File: config.mk
export PLATFORM = sky130hd
export DESIGN_NAME = period_meter
export DESIGN_NICKNAME = d
export VERILOG_FILES = /design/src/rtl/period_meter.sv
export SDC_FILE = /design/constraint.sdc
export NUM_CORES = 1
export LEC_CHECK = 0
export BUFFER_PORTS_ARGS = -buffer_cell sky130_fd_sc_hd__buf_4
export CORE_MARGIN = 4
export CORE_UTILIZATION = 37
export DETAILED_ROUTE_END_ITERATION = 10
export PLACE_DENSITY = 0.61
export SETUP_SLACK_MARGIN = 0.05
export SLEW_MARGIN = 25
export SYNTH_ARGS = -nofsm -noshare
export SYNTH_HDL_FRONTEND = slang
export SYNTH_SLANG_ARGS = --single-unit
File: constraint.sdc
create_clock -name clock_in -period 2.85 [get_ports clock_in]
set_input_delay 0.57 -clock clock_in [delete_from_list [all_inputs] [get_ports clock_in]]
set_output_delay 0.57 -clock clock_in [all_outputs]
set_load 0.1 [all_outputs]
File: src/rtl/period_meter.sv
// period_meter: measures period and high time of a slow asynchronous square wave in clock_in cycles.
// Define PERIOD_METER_DUTY_EN to build fall detection and high-time capture; otherwise high_time reads 0.
module period_meter #(
    parameter int unsigned      WIDTH      = 28,
    parameter logic [WIDTH-1:0] MAX_PERIOD = 28'd200000
) (
    input  logic             clock_in,
    input  logic             reset_n,
    input  logic             en,
    input  logic             sig_in,
    output logic [WIDTH-1:0] period,
    output logic [WIDTH-1:0] high_time,
    output logic             valid,
    output logic             timeout
);

    typedef enum logic [1:0] {IDLE, ARM, MEASURE} state_t;

    state_t           state_q, state_d;
    logic [2:0]       sync_q, sync_d;   // [0],[1] synchronizer, [2] previous value for edge detect
    logic [WIDTH-1:0] cnt_q, cnt_d;
    logic [WIDTH-1:0] period_q, period_d;
    logic             valid_q, valid_d;
    logic             timeout_q, timeout_d;
    logic             rise;

    assign rise = sync_q[1] & ~sync_q[2];

    always_comb begin
        state_d   = state_q;
        cnt_d     = cnt_q;
        period_d  = period_q;
        valid_d   = 1'b0;
        timeout_d = timeout_q;
        sync_d    = {sync_q[1:0], sig_in};
        if (!en) begin
            state_d   = IDLE;
            cnt_d     = '0;
            timeout_d = 1'b0;
        end else begin
            case (state_q)
                IDLE: begin
                    state_d   = ARM;
                    cnt_d     = '0;
                    timeout_d = 1'b0;
                end
                ARM: begin
                    if (rise) begin
                        cnt_d   = WIDTH'(1);
                        state_d = MEASURE;
                    end
                end
                MEASURE: begin
                    // A rise on the very cycle the count reaches the limit is still a valid period.
                    if (rise) begin
                        period_d  = cnt_q;
                        valid_d   = 1'b1;
                        timeout_d = 1'b0;
                        cnt_d     = WIDTH'(1);
                    end else if (cnt_q == MAX_PERIOD) begin
                        timeout_d = 1'b1;
                        cnt_d     = '0;
                        state_d   = ARM;
                    end else begin
                        cnt_d = cnt_q + WIDTH'(1);
                    end
                end
                default: state_d = IDLE;
            endcase
        end
    end

    always_ff @(posedge clock_in) begin
        if (!reset_n) begin
            state_q   <= IDLE;
            sync_q    <= '0;
            cnt_q     <= '0;
            period_q  <= '0;
            valid_q   <= 1'b0;
            timeout_q <= 1'b0;
        end else begin
            state_q   <= state_d;
            sync_q    <= sync_d;
            cnt_q     <= cnt_d;
            period_q  <= period_d;
            valid_q   <= valid_d;
            timeout_q <= timeout_d;
        end
    end

    assign period  = period_q;
    assign valid   = valid_q;
    assign timeout = timeout_q;

`ifdef PERIOD_METER_DUTY_EN
    logic             fall, capture, arm_hit;
    logic             fell_q, fell_d;
    logic [WIDTH-1:0] hi_shadow_q, hi_shadow_d;
    logic [WIDTH-1:0] high_time_q, high_time_d;

    assign fall    = ~sync_q[1] & sync_q[2];
    assign capture = en & (state_q == MEASURE) & rise;
    assign arm_hit = en & (state_q == ARM) & rise;

    always_comb begin
        fell_d      = fell_q;
        hi_shadow_d = hi_shadow_q;
        high_time_d = high_time_q;
        // With no fall since the last rise the input was high the whole period.
        if (capture) begin
            high_time_d = fell_q ? hi_shadow_q : cnt_q;
        end
        if (capture || arm_hit) begin
            fell_d = 1'b0;
        end else if (en && (state_q == MEASURE) && fall) begin
            fell_d      = 1'b1;
            hi_shadow_d = cnt_q;
        end
    end

    always_ff @(posedge clock_in) begin
        if (!reset_n) begin
            fell_q      <= 1'b0;
            hi_shadow_q <= '0;
            high_time_q <= '0;
        end else begin
            fell_q      <= fell_d;
            hi_shadow_q <= hi_shadow_d;
            high_time_q <= high_time_d;
        end
    end

    assign high_time = high_time_q;
`else
    assign high_time = '0;
`endif

endmodule

==> Word-level counts from Yosys, hierarchy flattened <==
Index checks and enable logic that the tools add are counted.
{ "classes": {"add_sub_neg": 1, "div": 0, "reduce_logical": 9, "n_shift": 0, "n_mul": 0, "order_cmp": 0, "n_eq_ne": 7, "muxes": 12, "bitwise": 2} }
{ "ops": {"columns": ["cell", "count"], "rows": [
  ["$mux 28", 3],
  ["$pmux 28 s3", 1],
  ["$add 28x1->28 const B", 1],
  ["$eq 28x18->1 const B", 1],
  ["$reduce_and 3->1", 3],
  ["$mux 2", 3],
  ["$ne 2x2->1 const B", 3],
  ["$pmux 2 s3", 1],
  ["$reduce_and 2->1", 3],
  ["$mux 1", 3],
  ["$ne 3x3->1 const B", 1],
  ["$reduce_bool 3->1", 1],
  ["$eq 2x1->1 const B", 1],
  ["$eq 2x2->1 const B", 1],
  ["$logic_not 2->1", 1],
  ["$pmux 1 s2", 1],
  ["$reduce_bool 2->1", 1],
  ["$and 1x1->1", 1],
  ["$not 1->1", 1]
]} }
{ "word_totals": {"memories": 0, "word_cells": 37, "output_inout_bits": 58, "mem_bits_ro": 0, "latch_bits": 0, "regBits": 63, "mem_bits_rw": 0, "inputBits": 4} }

==> Logic depth before layout (Yosys ltp) <==
Gate-level depths: netlist of the first run.
{ "depth": {"word_depth": 4, "ltp_mapped": 8, "ltp_nobuf": 7} }

==> Worst setup path before layout of the first run <==
No wires, ideal clock.
{ "synth_path": {"kind": "register to register", "startpoint": "reg cnt_q[3]", "endpoint": "reg cnt_q[10]", "period_less_slack_ns": 1.867, "path_buffers": 2, "arrival_time_ns": 1.752, "slack_ns": 0.983, "stages_incl_launch_ff": 8, "setup_time_ns": 0.114, "required_ns": 2.736, "path_cell_list": "dfxtp_1 buf_6 or4_4 nor4_4 a21oi_2 o21bai_4 buf_6 nor2_1"} }
{ "synth_between": {"elab_chain_len": 4, "word_cells_on_any_way": 5, "cone_classes": "1 x add/sub; 1 x eq/ne; 3 x mux"} }
{ "synth_lines": {"columns": ["item", "line", "source"], "rows": [
  ["start, declared", "21", "logic [WIDTH-1:0] cnt_q, cnt_d;"],
  ["start signal, assigned", "84", "cnt_q <= cnt_d;"],
  ["$add 28x1->28 / $eq 28x18->1 (equally long branches)", "65, 60", null],
  ["$mux 28 *", "60", "end else if (cnt_q == MAX_PERIOD) begin"],
  ["$mux 28 *", "55", "if (rise) begin"],
  ["$pmux 28 s3 *", "41", "case (state_q)"]
]} }
Mark *: on every way between the ends. The rest lies on a longest branch, timed or not.
A chain may end at the register's enable or synchronous reset.

==> Final worst setup path of the first run <==
{ "layout_path": {"startpoint": "reg cnt_q[3]", "endpoint": "reg cnt_q[14]"} }
The elaborated chain is that of the path after synthesis.

==> flow_summary_export.csv, run 1 <==
group,metric,value,unit
logic_synthesis,async_reset_ff_share,0,%
clock_network,cts_resized,0,
setup_path,cp-endpoint,"cnt_q[14]$_SDFFE_PN0P_",
timing,period_share,75.4,%
power_and_ir_drop,p_leak,0.00128,uW
setup_path,arrival,2360,ps
routing,final_antenna_net_count,0,
timing,final-setup-viol-count,0,
min_path,min_from,"sig_in",
setup_path,r2r-end,"cnt_q[14]$_SDFFE_PN0P_",
clock_network,cts_buffer_depth,2,
setup_path,crit_required,3060,ps
min_path,whs_path_depth,2,
place,pre_cts_ws,694,ps
power_and_ir_drop,p_sw,516,uW
global_routing,grt_max_degree,34,
logic_synthesis,synth.ff_latch_count,63,
setup_path,critPathLaunchType,"flop",
outcome,status,"completed",
setup_path,critPathMaxStageDelay,550,ps
timing,clock.fmax,0.466,GHz
setup_path,crit_fanout,25,
routing,avgRoutedWirePerCell,12.4,um
floorplan,rows,32,
final_layout,area_delta_synth_final,14.6,%
timing,tns,0,ps
setup_path,crit_path_end_kind,"flop",
logic_synthesis,synth_ff_type,"dfxtp_1",
power_and_ir_drop,pwr-share-seq,45.3,%
timing,final.setup_skew,6.08,ps
floorplan,io_pins,62,
final_layout,fin_util,44.3,%
place,dp_hpwl,4.38,mm
floorplan,dieArea,9710,um^2
logic_synthesis,syn_area,3030,um^2
global_routing,track_usage,13.5,%
timing,final-max-slew-violation-count,0,
setup_path,ff2ff_path_depth,5,
place,gp_congestion,0.783,
power_and_ir_drop,p_int,1440,uW
clock_network,cts_max_level,3,
logic_synthesis,syn_inst,362,
clock_network,cts_tree,"yes",
final_layout,nets,404,
timing,hold_viol_final,0,
timing,fin_ws,702,ps
final_layout,antenna_cells,0,
logic_synthesis,synth-edff-count,0,
timing,tightest_slew,579,ps
global_routing,grt_pass1_vias,2175,
place,io_buffers,33,
final_layout,drive_above_1_share,14.8,%
global_routing,overflow,0,
clock_network,postCtsSetupBuffers,0,
clock_network,cts.clk_slew.worst_paths,70,ps
setup_path,r2r_slack,700,ps
power_and_ir_drop,p_clk_share,44.5,%
logic_synthesis,ys_types,41,
clock_network,insertion_delay,350,ps
timing,rsz0062_at_grt,"false",
power_and_ir_drop,ir_drop,0.286,mV
timing,fin_crit,2150,ps
floorplan,fp.dieH,98.6,um
routing,firstDrtPassIters,4,
clock_network,cts_buffers,9,
setup_path,timing.rr.start,"cnt_q[3]$_SDFFE_PN0P_",
power_and_ir_drop,pwr_density_cell,562,nW/um^2
routing,via_per_inst,4.66,
clock_network,hold_buffers,0,
setup_path,crit_start,"cnt_q[3]$_SDFFE_PN0P_",
global_routing,grt_pass1_wl,10.5,mm
global_routing,antenna_found_initial,0,
min_path,hold_class,"in -> reg",
clock_network,cts_sinks,63,
power_and_ir_drop,switching_share,26.4,%
routing,post-route-drc-count,0,
setup_path,slowest_stage,"or4_4",
routing,first_iter_violations,116,
logic_synthesis,avgSynthCellArea,8.38,um^2
logic_synthesis,yosysSeqAreaShare,41.6,%
setup_path,crit_type,"reg -> reg",
floorplan,die_x,98.6,um
routing,drt-total-wl,6.22,mm
setup_path,crit_chain,"or4_4 -> nor4_4 -> a21oi_2 -> o21bai_4 -> nor2_1",
routing,vias,2332,
logic_synthesis,yosys_warnings,0,
job,drv_cap,0,
clock_network,cts_root_buffer,"clkbuf_8",
floorplan,initial_utilization,38.7,%
floorplan,fp.coreArea,7850,um^2
power_and_ir_drop,combPwrFrac,10.2,%
timing,maxSlewHeadroom,61.3,%
==> Yosys cell counts (3+ instances only) <==
| master | number | area (um^2) |
|---|---|---|
| a21oi_1 | 7 | 35.0 |
| nand3_1 | 20 | 100 |
| o21ai_0 | 5 | 25.0 |
| a21boi_0 | 28 | 210 |
| nand4_1 | 12 | 75.1 |
| ha_1 | 7 | 87.6 |
| clkbuf_1 | 11 | 41.3 |
| nor2_1 | 31 | 116 |
| buf_6 | 3 | 33.8 |
| and4_1 | 3 | 26.3 |
| nor3_1 | 4 | 20.0 |
| xor2_1 | 23 | 201 |
| buf_4 | 28 | 210 |
| inv_1 | 5 | 18.8 |
| and3_1 | 3 | 18.8 |
| and2_1 | 6 | 37.5 |
| dfxtp_1 | 63 | 1260 |
| a211oi_1 | 3 | 22.5 |
| nand2_1 | 74 | 278 |
==> layout make-up <==
type,count,area (um^2)
flip-flops and latches,63,1260
well taps,102,128
clock inverters,3,65.1
fillers,816,4370
clock buffers,13,159
multi-input cells,275,1550
repair buffers,39,293
inverters,5,18.8
==> placed cells by master, fill, tap and decap left out, drive strengths merged, types with 2 or more instances in the layout <==
master,instances
nand2,74
nor3,4
o21ai,5
clkbuf,13
ha,7
conb,28
a211oi,3
bufinv,2
and3,3
or3,2
inv,5
nand4,12
xor2,23
and4,4
a21boi,28
nand2b,2
nand3,20
buf,39
nor2,31
nor4,4
and2,6
a21oi,8
or4,2
dfxtp,63
==> worst max-delay path: cells and delay by family (launching register included) <==
| family | cells | cell delay, ps |
|---|---|---|
| AOI/OAI and AO/OA | 2 | 610 |
| DFF | 1 | 380 |
| and+or+nand+nor | 3 | 1020 |
==> cells by family after synthesis <==
group	Yosys count	share of synthesized area [%]
and+or+nand+nor	167	26.3
DFF	63	41.6
buffers and inverters	51	10.6
AOI/OAI and AO/OA	49	11.6
xor gates and xnor gates	24	6.93
adders and majority gates	7	2.89
other	1	0.124
==> per-layer routing <==
metal	GRT usage, %	vias up	part of all wire (%)
met5	0	-	0
met4	5.25	0	1.7
met3	5.80	6	6.6
met2	20.1	63	44
met1	17.2	1048	47
li1	-	1215	-
==> power by group through the flow <==
stage | clock network, uW | registers (uW) | logic, uW
CTS | 903 | 885 | 199
global route | 933 | 885 | 206
detailed placement | 0 | 905 | 199
floorplan | 0 | 905 | 220
global placement | 0 | 905 | 199
finish | 870 | 885 | 199
==> worst min-delay path by stage <==
stage	endpoint	slack [ps]
after floorplan	sync_q[1]$_SDFF_PN0_	410
after global routing	sync_q[0]$_SDFF_PN0_	410
after global placement	sync_q[1]$_SDFF_PN0_	420
after CTS	sync_q[0]$_SDFF_PN0_	400
final	sync_q[0]$_SDFF_PN0_	430
after detailed placement	sync_q[1]$_SDFF_PN0_	420
==> state kept, by name, indices dropped and copies added, names as in the netlist <==
register,cells
state_q,2
timeout,1
period,28
valid,1
sync_q,3
cnt_q,28
==> metrics by stage <==
stage	std cells	power, uW	instance area [um^2]	hold WS (ps)
after floorplan	389	1120	3140	412
after global placement	484	1100	3250	420
after detailed placement	484	1100	3250	418
after CTS	500	1990	3480	400
after global routing	500	2020	3480	407
final	500	1950	3480	430
No activity file was read; power rests on OpenSTA's default activity.
==> run 2: changes to the inputs <==
--- a/config.mk
+++ b/config.mk
@@ -9,7 +9,7 @@
 export CORE_MARGIN = 4
 export CORE_UTILIZATION = 37
 export DETAILED_ROUTE_END_ITERATION = 10
-export PLACE_DENSITY = 0.61
+export PLACE_DENSITY = 0.63
 export SETUP_SLACK_MARGIN = 0.05
 export SLEW_MARGIN = 25
 export SYNTH_ARGS = -nofsm -noshare
==> constraint.sdc (replaced) <==
create_clock -name clock_in -period 1.79 [get_ports clock_in]
set_input_delay 0.358 -clock clock_in [delete_from_list [all_inputs] [get_ports clock_in]]
set_output_delay 0.358 -clock clock_in [all_outputs]
set_load 0.1 [all_outputs]
==> run 2 against run 1 <==
  * Combinational power is 65% higher
  * Largest power group unchanged
  * Setup slack worse by 750 ps
  * Clock skew is 0.92 ps higher
  * Sequential power is 59% higher
  * The flow now finishes with violations (negative setup slack)
  * Fmax is 17% higher
  * Clock power is 38% higher
  * Final area is 10% higher
  * Largest cell class unchanged
  * Highest routed layer unchanged
==> flow_summary_export.csv, run 2 (same netlist as run 1, synthesis figures left out) <==
group,metric,value,unit
routing,drt-total-wl,6.80,mm
floorplan,fp.coreArea,7850,um^2
floorplan,die_x,98.6,um
global_routing,grt_pass1_vias,2384,
routing,post-route-drc-count,0,
min_path,min_from,"sig_in",
setup_path,r2r-end,"cnt_q[5]$_SDFFE_PN0P_",
timing,final-setup-viol-count,25,
floorplan,rows,32,
clock_network,cts_root_buffer,"clkbuf_8",
place,pre_cts_ws,-33.2,ps
power_and_ir_drop,p_total,2940,uW
routing,first_iter_violations,96,
setup_path,crit_start,"cnt_q[26]$_SDFFE_PN0P_",
setup_path,r2r_slack,-50,ps
power_and_ir_drop,p_leak,0.00153,uW
floorplan,fp.dieH,98.6,um
final_layout,antenna_cells,0,
outcome,violations,"negative setup slack",
timing,final-max-slew-violation-count,0,
outcome,status,"complete, but fails checks",
min_path,whs_path_depth,2,
global_routing,antenna_found_initial,0,
routing,vias,2530,
floorplan,io_pins,62,
routing,via_per_inst,4.68,
place,io_buffers,33,
clock_network,cts_buffers,9,
final_layout,nets,445,
setup_path,crit_type,"reg -> reg",
setup_path,crit_family,"simple AND/OR/NAND/NOR gates",
routing,final_antenna_net_count,0,
global_routing,track_usage,14.0,%
place,dp_hpwl,4.81,mm
setup_path,critPathLaunchType,"flop",
setup_path,crit_fanout,25,
setup_path,timing.rr.start,"cnt_q[26]$_SDFFE_PN0P_",
clock_network,cts_sinks,63,
min_path,hold_class,"in -> reg",
final_layout,final_common_cell,"buf_4",
setup_path,ff2ff_path_depth,6,
final_layout,layout_common_cells,"buf_4 (76), nand2_1 (73), dfxtp_1 (60)",
power_and_ir_drop,pwr_density_cell,766,nW/um^2
floorplan,initial_utilization,38.7,%
clock_network,insertion_delay,330,ps
setup_path,crit_path_end_kind,"flop",
timing,fin_ws,-48.1,ps
min_path,min_to,"sync_q[0]$_SDFF_PN0_",
clock_network,cts.clk_slew.worst_paths,70,ps
clock_network,cts_buffer_depth,2,
timing,fin_crit,1840,ps
power_and_ir_drop,ir_drop,0.352,mV
job,drv_cap,0,
timing,clock.fmax,0.544,GHz
timing,hold_viol_final,0,
global_routing,overflow,0,
setup_path,cp_num_buf_inv,1,
final_layout,area_delta_synth_final,26.3,%
place,gp_congestion,0.820,
timing,rsz0062_at_grt,"true",
final_layout,fin_util,48.8,%
timing,period_share,103,%
clock_network,cts_max_level,3,
setup_path,crit_chain,"or4_4 -> nor4_4 -> a21oi_2 -> o21bai_4 -> buf_12 -> nor2_1",
setup_path,slowest_stage,"or4_4",
floorplan,dieArea,9710,um^2
clock_network,hold_buffers,0,
setup_path,arrival,2060,ps
global_routing,grt_pass1_wl,11.2,mm
final_layout,drive_above_1_share,25.3,%
global_routing,grt_max_degree,34,
clock_network,cts_tree,"yes",
routing,firstDrtPassIters,4,
setup_path,crit_required,2010,ps
setup_path,critPathMaxStageDelay,560,ps
timing,final.setup_skew,7.00,ps
routing,avgRoutedWirePerCell,12.6,um
[run 2: cell types whose count changed in the layout (fill, tap and decap cells not counted), moves of 2 or more]
cell / change
a211oi_1: -2
a211oi_2: +2
clkinv_2: +2
buf_12: +2
dfxtp_2: +3
dfxtp_1: -3
buf_4: +37
[run 2: power by group]
group	total [uW]	leakage, uW	switching, uW	internal, uW
Sequential	1410	0.000509	3.67	1410
Clock	1200	0.000100	522	675
Combinational	329	0.000917	297	32.2
Total	2940	0.00153	822	2110
[run 2: final cells by class]
| cell class | count | area, um^2 |
|---|---|---|
| repair buffers | 80 | 633 |
| clock buffers | 12 | 145 |
| fillers | 797 | 4020 |
| flip-flops and latches | 63 | 1260 |
| inverters | 5 | 18.8 |
| well taps | 102 | 128 |
| clock inverters | 4 | 45.0 |
| multi-input cells | 275 | 1600 |
[run 2: stage by stage]
| stage | instances | hold slack, ps | instance area [um^2] | setup TNS [ps] |
|---|---|---|---|---|
| CTS | 537 | 227 | 3770 | -760 |
| detailed placement | 520 | 419 | 3550 | -532 |
| global placement | 520 | 417 | 3550 | -101 |
| finish | 541 | 237 | 3830 | -968 |
| floorplan | 389 | 412 | 3140 | -630 |
| global route | 541 | 225 | 3830 | -2100 |
[run 2: layer usage]
metal / up-vias / GRT usage [%] / wire (um)
met2: 73 / 22.0 / 3070
met4: 0 / 5.67 / 112
met3: 11 / 3.40 / 392
met1: 1138 / 18.6 / 3220
li1: 1308 / - / -
met5: - / 0 / 0
[run 2: worst max path at each step]
stage,to,cells after the start
3_5_place_dp,cnt_q[5]$_SDFFE_PN0P_,6
3_3_place_gp,state_q[1]$_SDFFE_PN0P_,6
2_1_floorplan,cnt_q[21]$_SDFFE_PN0P_,6
6_report,cnt_q[5]$_SDFFE_PN0P_,6
5_1_grt,cnt_q[5]$_SDFFE_PN0P_,6
4_1_cts,cnt_q[26]$_SDFFE_PN0P_,6
[run 2: what timing repair did]
| item | CTS | global route |
|---|---|---|
| setup buffers | 1 | 3 |
| resized for setup | 6 | 6 |
| cloned | 0 | 1 |
| setup endpoints to repair | 28 | 43 |
| pin swaps | 4 | 6 |
